[src/rtl/free_list_pkg.sv]
// Shared sizes and types for the rename free list.
// Optional same-cycle release forwarding: FREE_LIST_BYPASS_EN.
package free_list_pkg;

   localparam int FL_PRF_SIZE    = 64;
   localparam int FL_ARF_SIZE    = 32;
   localparam int FL_RENAME_W    = 4;
   localparam int FL_COMMIT_W    = 4;
   localparam int PRF_INDEX_SIZE = $clog2(FL_PRF_SIZE);
   localparam int FL_PTR_W       = PRF_INDEX_SIZE + 1;

   typedef logic [PRF_INDEX_SIZE-1:0] prf_index_t;
   typedef logic [FL_PTR_W-1:0]       fl_ptr_t;

endpackage

[src/rtl/free_list_if.sv]
// Rename/commit/recovery bundle between the free list and its users.
// The wrap bit sits on top of every pointer-sized field.
interface free_list_if
   import free_list_pkg::*;
#(
   parameter int PRF_SIZE     = FL_PRF_SIZE,
   parameter int RENAME_WIDTH = FL_RENAME_W,
   parameter int COMMIT_WIDTH = FL_COMMIT_W
);

   localparam int IW = $clog2(PRF_SIZE);
   localparam int PW = IW + 1;

   logic                             pause;
   logic                             recover;
   logic [PW-1:0]                    recover_head;
   logic [RENAME_WIDTH-1:0]          alloc_req;
   logic [RENAME_WIDTH-1:0][IW-1:0]  alloc_prf;
   logic                             allocatable;
   logic [COMMIT_WIDTH-1:0]          free_valid;
   logic [COMMIT_WIDTH-1:0][IW-1:0]  free_prf;
   logic [PW-1:0]                    head_ptr;
   logic [PW-1:0]                    free_count;

   modport master (
      output pause, recover, recover_head,
      output alloc_req, free_valid, free_prf,
      input  alloc_prf, allocatable,
      input  head_ptr, free_count
   );

   modport slave (
      input  pause, recover, recover_head,
      input  alloc_req, free_valid, free_prf,
      output alloc_prf, allocatable,
      output head_ptr, free_count
   );

endinterface

[src/rtl/free_list_prefix.sv]
// Exclusive prefix popcount of an N-bit mask plus its total.
// Gives each set bit its rank among the set bits below it.
module free_list_prefix #(
   parameter int N  = 4,
   parameter int CW = $clog2(N + 1)
) (
   input  logic [N-1:0]         mask_i,
   output logic [N-1:0][CW-1:0] off_o,
   output logic [CW-1:0]        total_o
);

   logic [CW-1:0] acc;

   always_comb begin
      acc = '0;
      for (int i = 0; i < N; i++) begin
         off_o[i] = acc;
         acc      = acc + CW'(mask_i[i]);
      end
      total_o = acc;
   end

endmodule

[src/rtl/free_list.sv]
// Circular free list of PRF tags for rename; head is checkpointable.
// Define FREE_LIST_BYPASS_EN to forward same-cycle releases to grants.
module free_list
   import free_list_pkg::*;
#(
   parameter int PRF_SIZE     = FL_PRF_SIZE,
   parameter int ARF_SIZE     = FL_ARF_SIZE,
   parameter int RENAME_WIDTH = FL_RENAME_W,
   parameter int COMMIT_WIDTH = FL_COMMIT_W,
   parameter int PTR_W        = $clog2(PRF_SIZE) + 1
) (
   input logic        clock,
   input logic        reset,
   free_list_if.slave bus
);

   localparam int IW = PTR_W - 1;
   localparam int AW = $clog2(RENAME_WIDTH + 1);
   localparam int RW = $clog2(COMMIT_WIDTH + 1);

   logic [PTR_W-1:0] head_q, head_d;
   logic [PTR_W-1:0] tail_q, tail_d;
   logic [IW-1:0]    ent_q [PRF_SIZE];
   logic [IW-1:0]    ent_d [PRF_SIZE];

   logic [RENAME_WIDTH-1:0][AW-1:0]    a_off;
   logic [AW-1:0]                      a_tot;
   logic [COMMIT_WIDTH-1:0][RW-1:0]    r_off;
   logic [RW-1:0]                      r_tot;
   logic [RENAME_WIDTH-1:0][PTR_W-1:0] gidx;
   logic [COMMIT_WIDTH-1:0][PTR_W-1:0] widx;
   logic [PTR_W-1:0]                   cnt;
   logic                               alloc_ok;
   logic                               fire;

   free_list_prefix #(.N(RENAME_WIDTH)) u_alloc (
      .mask_i  (bus.alloc_req),
      .off_o   (a_off),
      .total_o (a_tot)
   );

   free_list_prefix #(.N(COMMIT_WIDTH)) u_rel (
      .mask_i  (bus.free_valid),
      .off_o   (r_off),
      .total_o (r_tot)
   );

   assign cnt = tail_q - head_q;

`ifdef FREE_LIST_BYPASS_EN
   assign alloc_ok = ({1'b0, cnt} + (PTR_W+1)'(r_tot))
                     >= (PTR_W+1)'(RENAME_WIDTH);
`else
   assign alloc_ok = cnt >= PTR_W'(RENAME_WIDTH);
`endif

   assign fire = |bus.alloc_req & alloc_ok
                 & ~bus.pause & ~bus.recover;

   // Requesting slots take consecutive tags in slot order
   always_comb begin
      for (int i = 0; i < RENAME_WIDTH; i++) begin
         gidx[i]          = head_q + PTR_W'(a_off[i]);
         bus.alloc_prf[i] = ent_q[gidx[i][IW-1:0]];
`ifdef FREE_LIST_BYPASS_EN
         for (int j = 0; j < COMMIT_WIDTH; j++) begin
            if (bus.free_valid[j] &&
                PTR_W'(r_off[j]) == gidx[i] - tail_q) begin
               bus.alloc_prf[i] = bus.free_prf[j];
            end
         end
`endif
      end
   end

   always_comb begin
      head_d = head_q;
      if (bus.recover) begin
         head_d = bus.recover_head;
      end else if (fire) begin
         head_d = head_q + PTR_W'(a_tot);
      end
   end

   always_comb begin
      tail_d = tail_q + PTR_W'(r_tot);
      ent_d  = ent_q;
      for (int j = 0; j < COMMIT_WIDTH; j++) begin
         widx[j] = tail_q + PTR_W'(r_off[j]);
         if (bus.free_valid[j]) begin
            ent_d[widx[j][IW-1:0]] = bus.free_prf[j];
         end
      end
   end

   always_ff @(posedge clock) begin
      if (reset) begin
         head_q <= '0;
         tail_q <= PTR_W'(PRF_SIZE - ARF_SIZE);
         for (int i = 0; i < PRF_SIZE; i++) begin
            ent_q[i] <= (i < PRF_SIZE - ARF_SIZE)
                        ? IW'(ARF_SIZE + i) : '0;
         end
      end else begin
         head_q <= head_d;
         tail_q <= tail_d;
         ent_q  <= ent_d;
      end
   end

   assign bus.allocatable = alloc_ok;
   assign bus.head_ptr    = head_q;
   assign bus.free_count  = cnt;

endmodule

[src/flat_wrapper.sv]
// flat-port wrapper written by rule: the top's interface ports become plain ports
module free_list_flat import free_list_pkg::*;
#(
   parameter int PRF_SIZE     = FL_PRF_SIZE,
   parameter int ARF_SIZE     = FL_ARF_SIZE,
   parameter int RENAME_WIDTH = FL_RENAME_W,
   parameter int COMMIT_WIDTH = FL_COMMIT_W,
   parameter int PTR_W        = $clog2(PRF_SIZE) + 1
)
  (clock, reset, bus_pause, bus_recover, bus_recover_head, bus_alloc_req, bus_free_valid, bus_free_prf, bus_alloc_prf, bus_allocatable, bus_head_ptr, bus_free_count);
  free_list_if #(.PRF_SIZE(PRF_SIZE), .RENAME_WIDTH(RENAME_WIDTH), .COMMIT_WIDTH(COMMIT_WIDTH)) bus_i ();
  input logic clock;
  input logic reset;
  input wire logic [$bits(bus_i.pause)-1:0] bus_pause;
  input wire logic [$bits(bus_i.recover)-1:0] bus_recover;
  input wire logic [$bits(bus_i.recover_head)-1:0] bus_recover_head;
  input wire logic [$bits(bus_i.alloc_req)-1:0] bus_alloc_req;
  input wire logic [$bits(bus_i.free_valid)-1:0] bus_free_valid;
  input wire logic [$bits(bus_i.free_prf)-1:0] bus_free_prf;
  output wire logic [$bits(bus_i.alloc_prf)-1:0] bus_alloc_prf;
  output wire logic [$bits(bus_i.allocatable)-1:0] bus_allocatable;
  output wire logic [$bits(bus_i.head_ptr)-1:0] bus_head_ptr;
  output wire logic [$bits(bus_i.free_count)-1:0] bus_free_count;
  assign bus_i.pause = bus_pause;
  assign bus_i.recover = bus_recover;
  assign bus_i.recover_head = bus_recover_head;
  assign bus_i.alloc_req = bus_alloc_req;
  assign bus_i.free_valid = bus_free_valid;
  assign bus_i.free_prf = bus_free_prf;
  assign bus_alloc_prf = bus_i.alloc_prf;
  assign bus_allocatable = bus_i.allocatable;
  assign bus_head_ptr = bus_i.head_ptr;
  assign bus_free_count = bus_i.free_count;
  free_list #(.PRF_SIZE(PRF_SIZE), .ARF_SIZE(ARF_SIZE), .RENAME_WIDTH(RENAME_WIDTH), .COMMIT_WIDTH(COMMIT_WIDTH), .PTR_W(PTR_W)) u_core (.clock(clock), .reset(reset), .bus(bus_i));
endmodule
[config.mk]
export PLATFORM = sky130hd
export DESIGN_NAME = free_list_flat
export DESIGN_NICKNAME = d
export VERILOG_FILES = /design/src/rtl/free_list_pkg.sv /design/src/rtl/free_list_if.sv /design/src/rtl/free_list_prefix.sv /design/src/rtl/free_list.sv /design/src/flat_wrapper.sv
export SDC_FILE = /design/constraint.sdc
export NUM_CORES = 2
export LEC_CHECK = 0
export ABC_AREA = 1
export CAP_MARGIN = 0
export CELL_PAD_IN_SITES_DETAIL_PLACEMENT = 1
export CELL_PAD_IN_SITES_GLOBAL_PLACEMENT = 1
export CORE_UTILIZATION = 34
export DETAILED_ROUTE_END_ITERATION = 10
export PLACE_DENSITY = 0.66
export SYNTH_ARGS = -nofsm -noshare
export SYNTH_HDL_FRONTEND = slang
export SYNTH_SLANG_ARGS = --single-unit
export TNS_END_PERCENT = 1
[constraint.sdc]
create_clock -name clock -period 12.8 [get_ports clock]
set_input_delay 2.56 -clock clock [delete_from_list [all_inputs] [get_ports clock]]
set_output_delay 2.56 -clock clock [all_outputs]
set_load 0.01 [all_outputs]
==> metrics.yaml <==
reg2reg_slack_ns: 6.72
cts_setup_buffers: 0
postPlaceCellArea_um2: 44700
synthAdderAreaFrac_pct: 1.474
min_to: "u_core.tail_q[6]"
cts_tree: "yes"
critPathKind: "in -> out"
synth_top_family_by_area: "simple AND/OR/NAND/NOR gates"
yosysWarnings: 0
dieArea_um2: 128700
ir_drop_uv: 163.0
worstMarginPinSlew_ns: 1.460
track_usage_pct: 46.51
fin_nets: 7796
clk_latency_ns: 0.72
postCtsResizedCells: 0
synth-compound-area-share_pct: 30.98
syn_inst: 8143
drive_gt1_share_pct: 4.928
endpoint_kind: "output pin"
p_leak_nw: 21.74
clk_pin_slew_ns: 0.06
final_common_cell: "nand2_1"
synth.distinct_cells: 34
period_minus_slack_ns: 10.80
synthesis.area_um2: 43280
gp_congestion: 1.078
skew_ns: 0.02911
grt_pass1_wl_mm: 438.1
antenna_found_initial: 33
drv_slew: 0
drtIter0Drc: 10990
synthToLayoutAreaGrowth_pct: 7.863
crit_path_start_kind: "input pin"
cellPowerDensity_nw_per_um2: 162.0
ys_seq_area_share_pct: 18.41
cts_root_buf: "clkbuf_16"
drc_errors: 0
rsz0062_at_grt: "no"
outcome: "completed"
drv_cap: 0
cts_inserted_buffers: 56
dp_hpwl_mm: 196.9
hold_buffers: 0
grt_pass1_vias: 58930
synth_area_leaders: "dfxtp_1 18%, nand2_1 16%, o21ai_0 14%"
use_met1_pct: 57.95
synth-xor-area-share_pct: 0.6099
syn_avg_cell_area_um2: 5.315
via_per_inst: 6.821
synth_top_area_share_pct: 18.41
num_vias: 64370
gr-total-overflow: 0
fill_cells: 17460
setup_viol: 0
cp_data_arrival_time_ns: 8.24
mostFrequentLayoutCells: "1877 x nand2_1, 1210 x o21ai_0, 1134 x a21oi_1"
grt_max_degree: 225
row_count: 130
min_path_cells: 1
synthMuxAreaShare_pct: 0.02313
hold_violations: 0
max_clock_freq_ghz: 0.09258
r2r-start: "u_core.tail_q[0]"
final_antenna_net_count: 0
finalCritPeriodShare_pct: 84.39
htreeDepth: 2
routed_wl_mm: 314.3
path_max_fanout: 57
design_area_um2: 46690
port_buffers: 81
synth_top_area_cell: "dfxtp_1"
fp.dieH_um: 358.8
start_util_pct: 34.38
hold_path_class: "reg -> reg"
yosys.area_share.simple_pct: 37.67
cts_sinks: 398
tns_ns: 0
ios: 82
hold_path_startpoint: "u_core.tail_q[6]"
cts_buffer_depth: 3
crit_required_ns: 10.24
coreArea_um2: 125900
r2r_end: "u_core.ent_q[196]"
rr_worst_depth: 13
wl_per_cell_um: 33.30
syn-num-nets: 8231
grtUsageMet3_pct: 18.35
grt_busiest_layer: "met2"
gr-usage-met2_pct: 62.67
die_x_um: 358.8
drt-pass1-iter-count: 9
slew_headroom_pct: 2.087
ys_ff_latch: 398
[critical path: stages]
cell and delay, ns:
clkdlybuf4s50_1 0.60, inv_1 0.08, ha_1 0.36, ha_4 0.19
fa_4 1.46, inv_2 0.67, buf_4 0.52, a21oi_1 0.16
o21ai_0 0.11, nand3_1 0.13, nand3_1 0.10, nand3_1 0.29
nand3_1 0.12, nand2_1 0.22, clkdlybuf4s50_1 0.57
[through the flow]
| step | instances | setup WS, ns | total power, W | utilization [%] | hold WS, ns |
|---|---|---|---|---|---|
| detailed placement | 9300 | 2.311 | 0.005505 | 35.51 | 0.4816 |
| global placement | 9300 | 2.371 | 0.005435 | 35.51 | 0.4625 |
| floorplan | 8143 | 5.215 | 0.003744 | - | 0.4432 |
| CTS | 9402 | 2.290 | 0.007209 | 37.01 | 0.4919 |
| finish | 9437 | 1.999 | 0.007562 | 37.08 | 0.4928 |
| global route | 9415 | 1.951 | 0.007689 | 37.04 | 0.5183 |
[flip-flops by register name, summed over array words and instances, names as in the netlist]
register / count
u_core.tail_q: 7
u_core.ent_q: 384
u_core.bus.head_ptr: 7
[synthesized netlist by cell type]
library cell  number
nor2_4             3
xor2_1            15
and2_0             1
and2_1             7
nor2_1           835
xnor2_1            4
nand3_1         1018
buf_4              4
nor3_1             5
o22ai_1           14
buf_1             53
xor2_2             5
nand4_2           15
buf_2             70
mux2i_1            1
nand4_1           89
o211ai_1         190
clkinv_1          25
nor3_2             4
ha_1              35
nor2_2             7
clkbuf_1         589
xnor2_2            1
o21ai_0         1210
inv_1            455
nand2_1         1877
dfxtp_1          398
fa_1              10
inv_2             27
nand2_2            5
a21oi_1         1136
o21ai_1           27
nand3_2            6
o21ai_2            2
[power by group]
part / switching [W] / leakage [nW] / internal (W)
combinational: 0.00330 / 17.6 / 0.00107
sequential: 0.000129 / 3.22 / 0.00133
clock: 0.000736 / 0.942 / 0.000992
total: 0.00417 / 21.7 / 0.00339
[area by class of cell]
cell class | instances | area (um2) | area share (%)
Inverter | 507 | 1938 | 4.151
Multi-Input combinational cell | 6522 | 30880 | 66.14
Tap cell | 1650 | 2064 | 4.422
Sequential cell | 398 | 7976 | 17.08
Clock inverter | 15 | 177.7 | 0.3806
Antenna cell | 35 | 87.58 | 0.1876
Timing Repair Buffer | 223 | 1846 | 3.953
Clock buffer | 87 | 1719 | 3.682
[layer usage]
metal	part of all wire (%)	routed length (um)
met4	9.6	30110
met5	0.093	291
met1	36	114500
met2	38	119400
met3	16	49930
[worst max path at each step]
| stage | startpoint | end | cells after the start | slack (ns) |
|---|---|---|---|---|
| 2_1_floorplan | bus_alloc_req[0] | bus_alloc_prf[18] | 13 | 5.22 |
| 3_3_place_gp | bus_alloc_req[0] | bus_alloc_prf[13] | 15 | 2.37 |
| 3_5_place_dp | bus_alloc_req[0] | bus_alloc_prf[13] | 15 | 2.31 |
| 4_1_cts | bus_alloc_req[0] | bus_alloc_prf[13] | 15 | 2.29 |
| 5_1_grt | bus_alloc_req[0] | bus_alloc_prf[13] | 15 | 1.95 |
| 6_report | bus_alloc_req[0] | bus_alloc_prf[13] | 15 | 2.00 |
[kinds of logic after synthesis]
kind of cell	count (synthesis)
AOI/OAI and AO/OA	2579
adders and majority gates	45
buffers and inverters	1223
and+or+nand+nor	3872
muxes	1
DFF	398
xor gates and xnor gates	25
(Power assumes the default switching activity.)
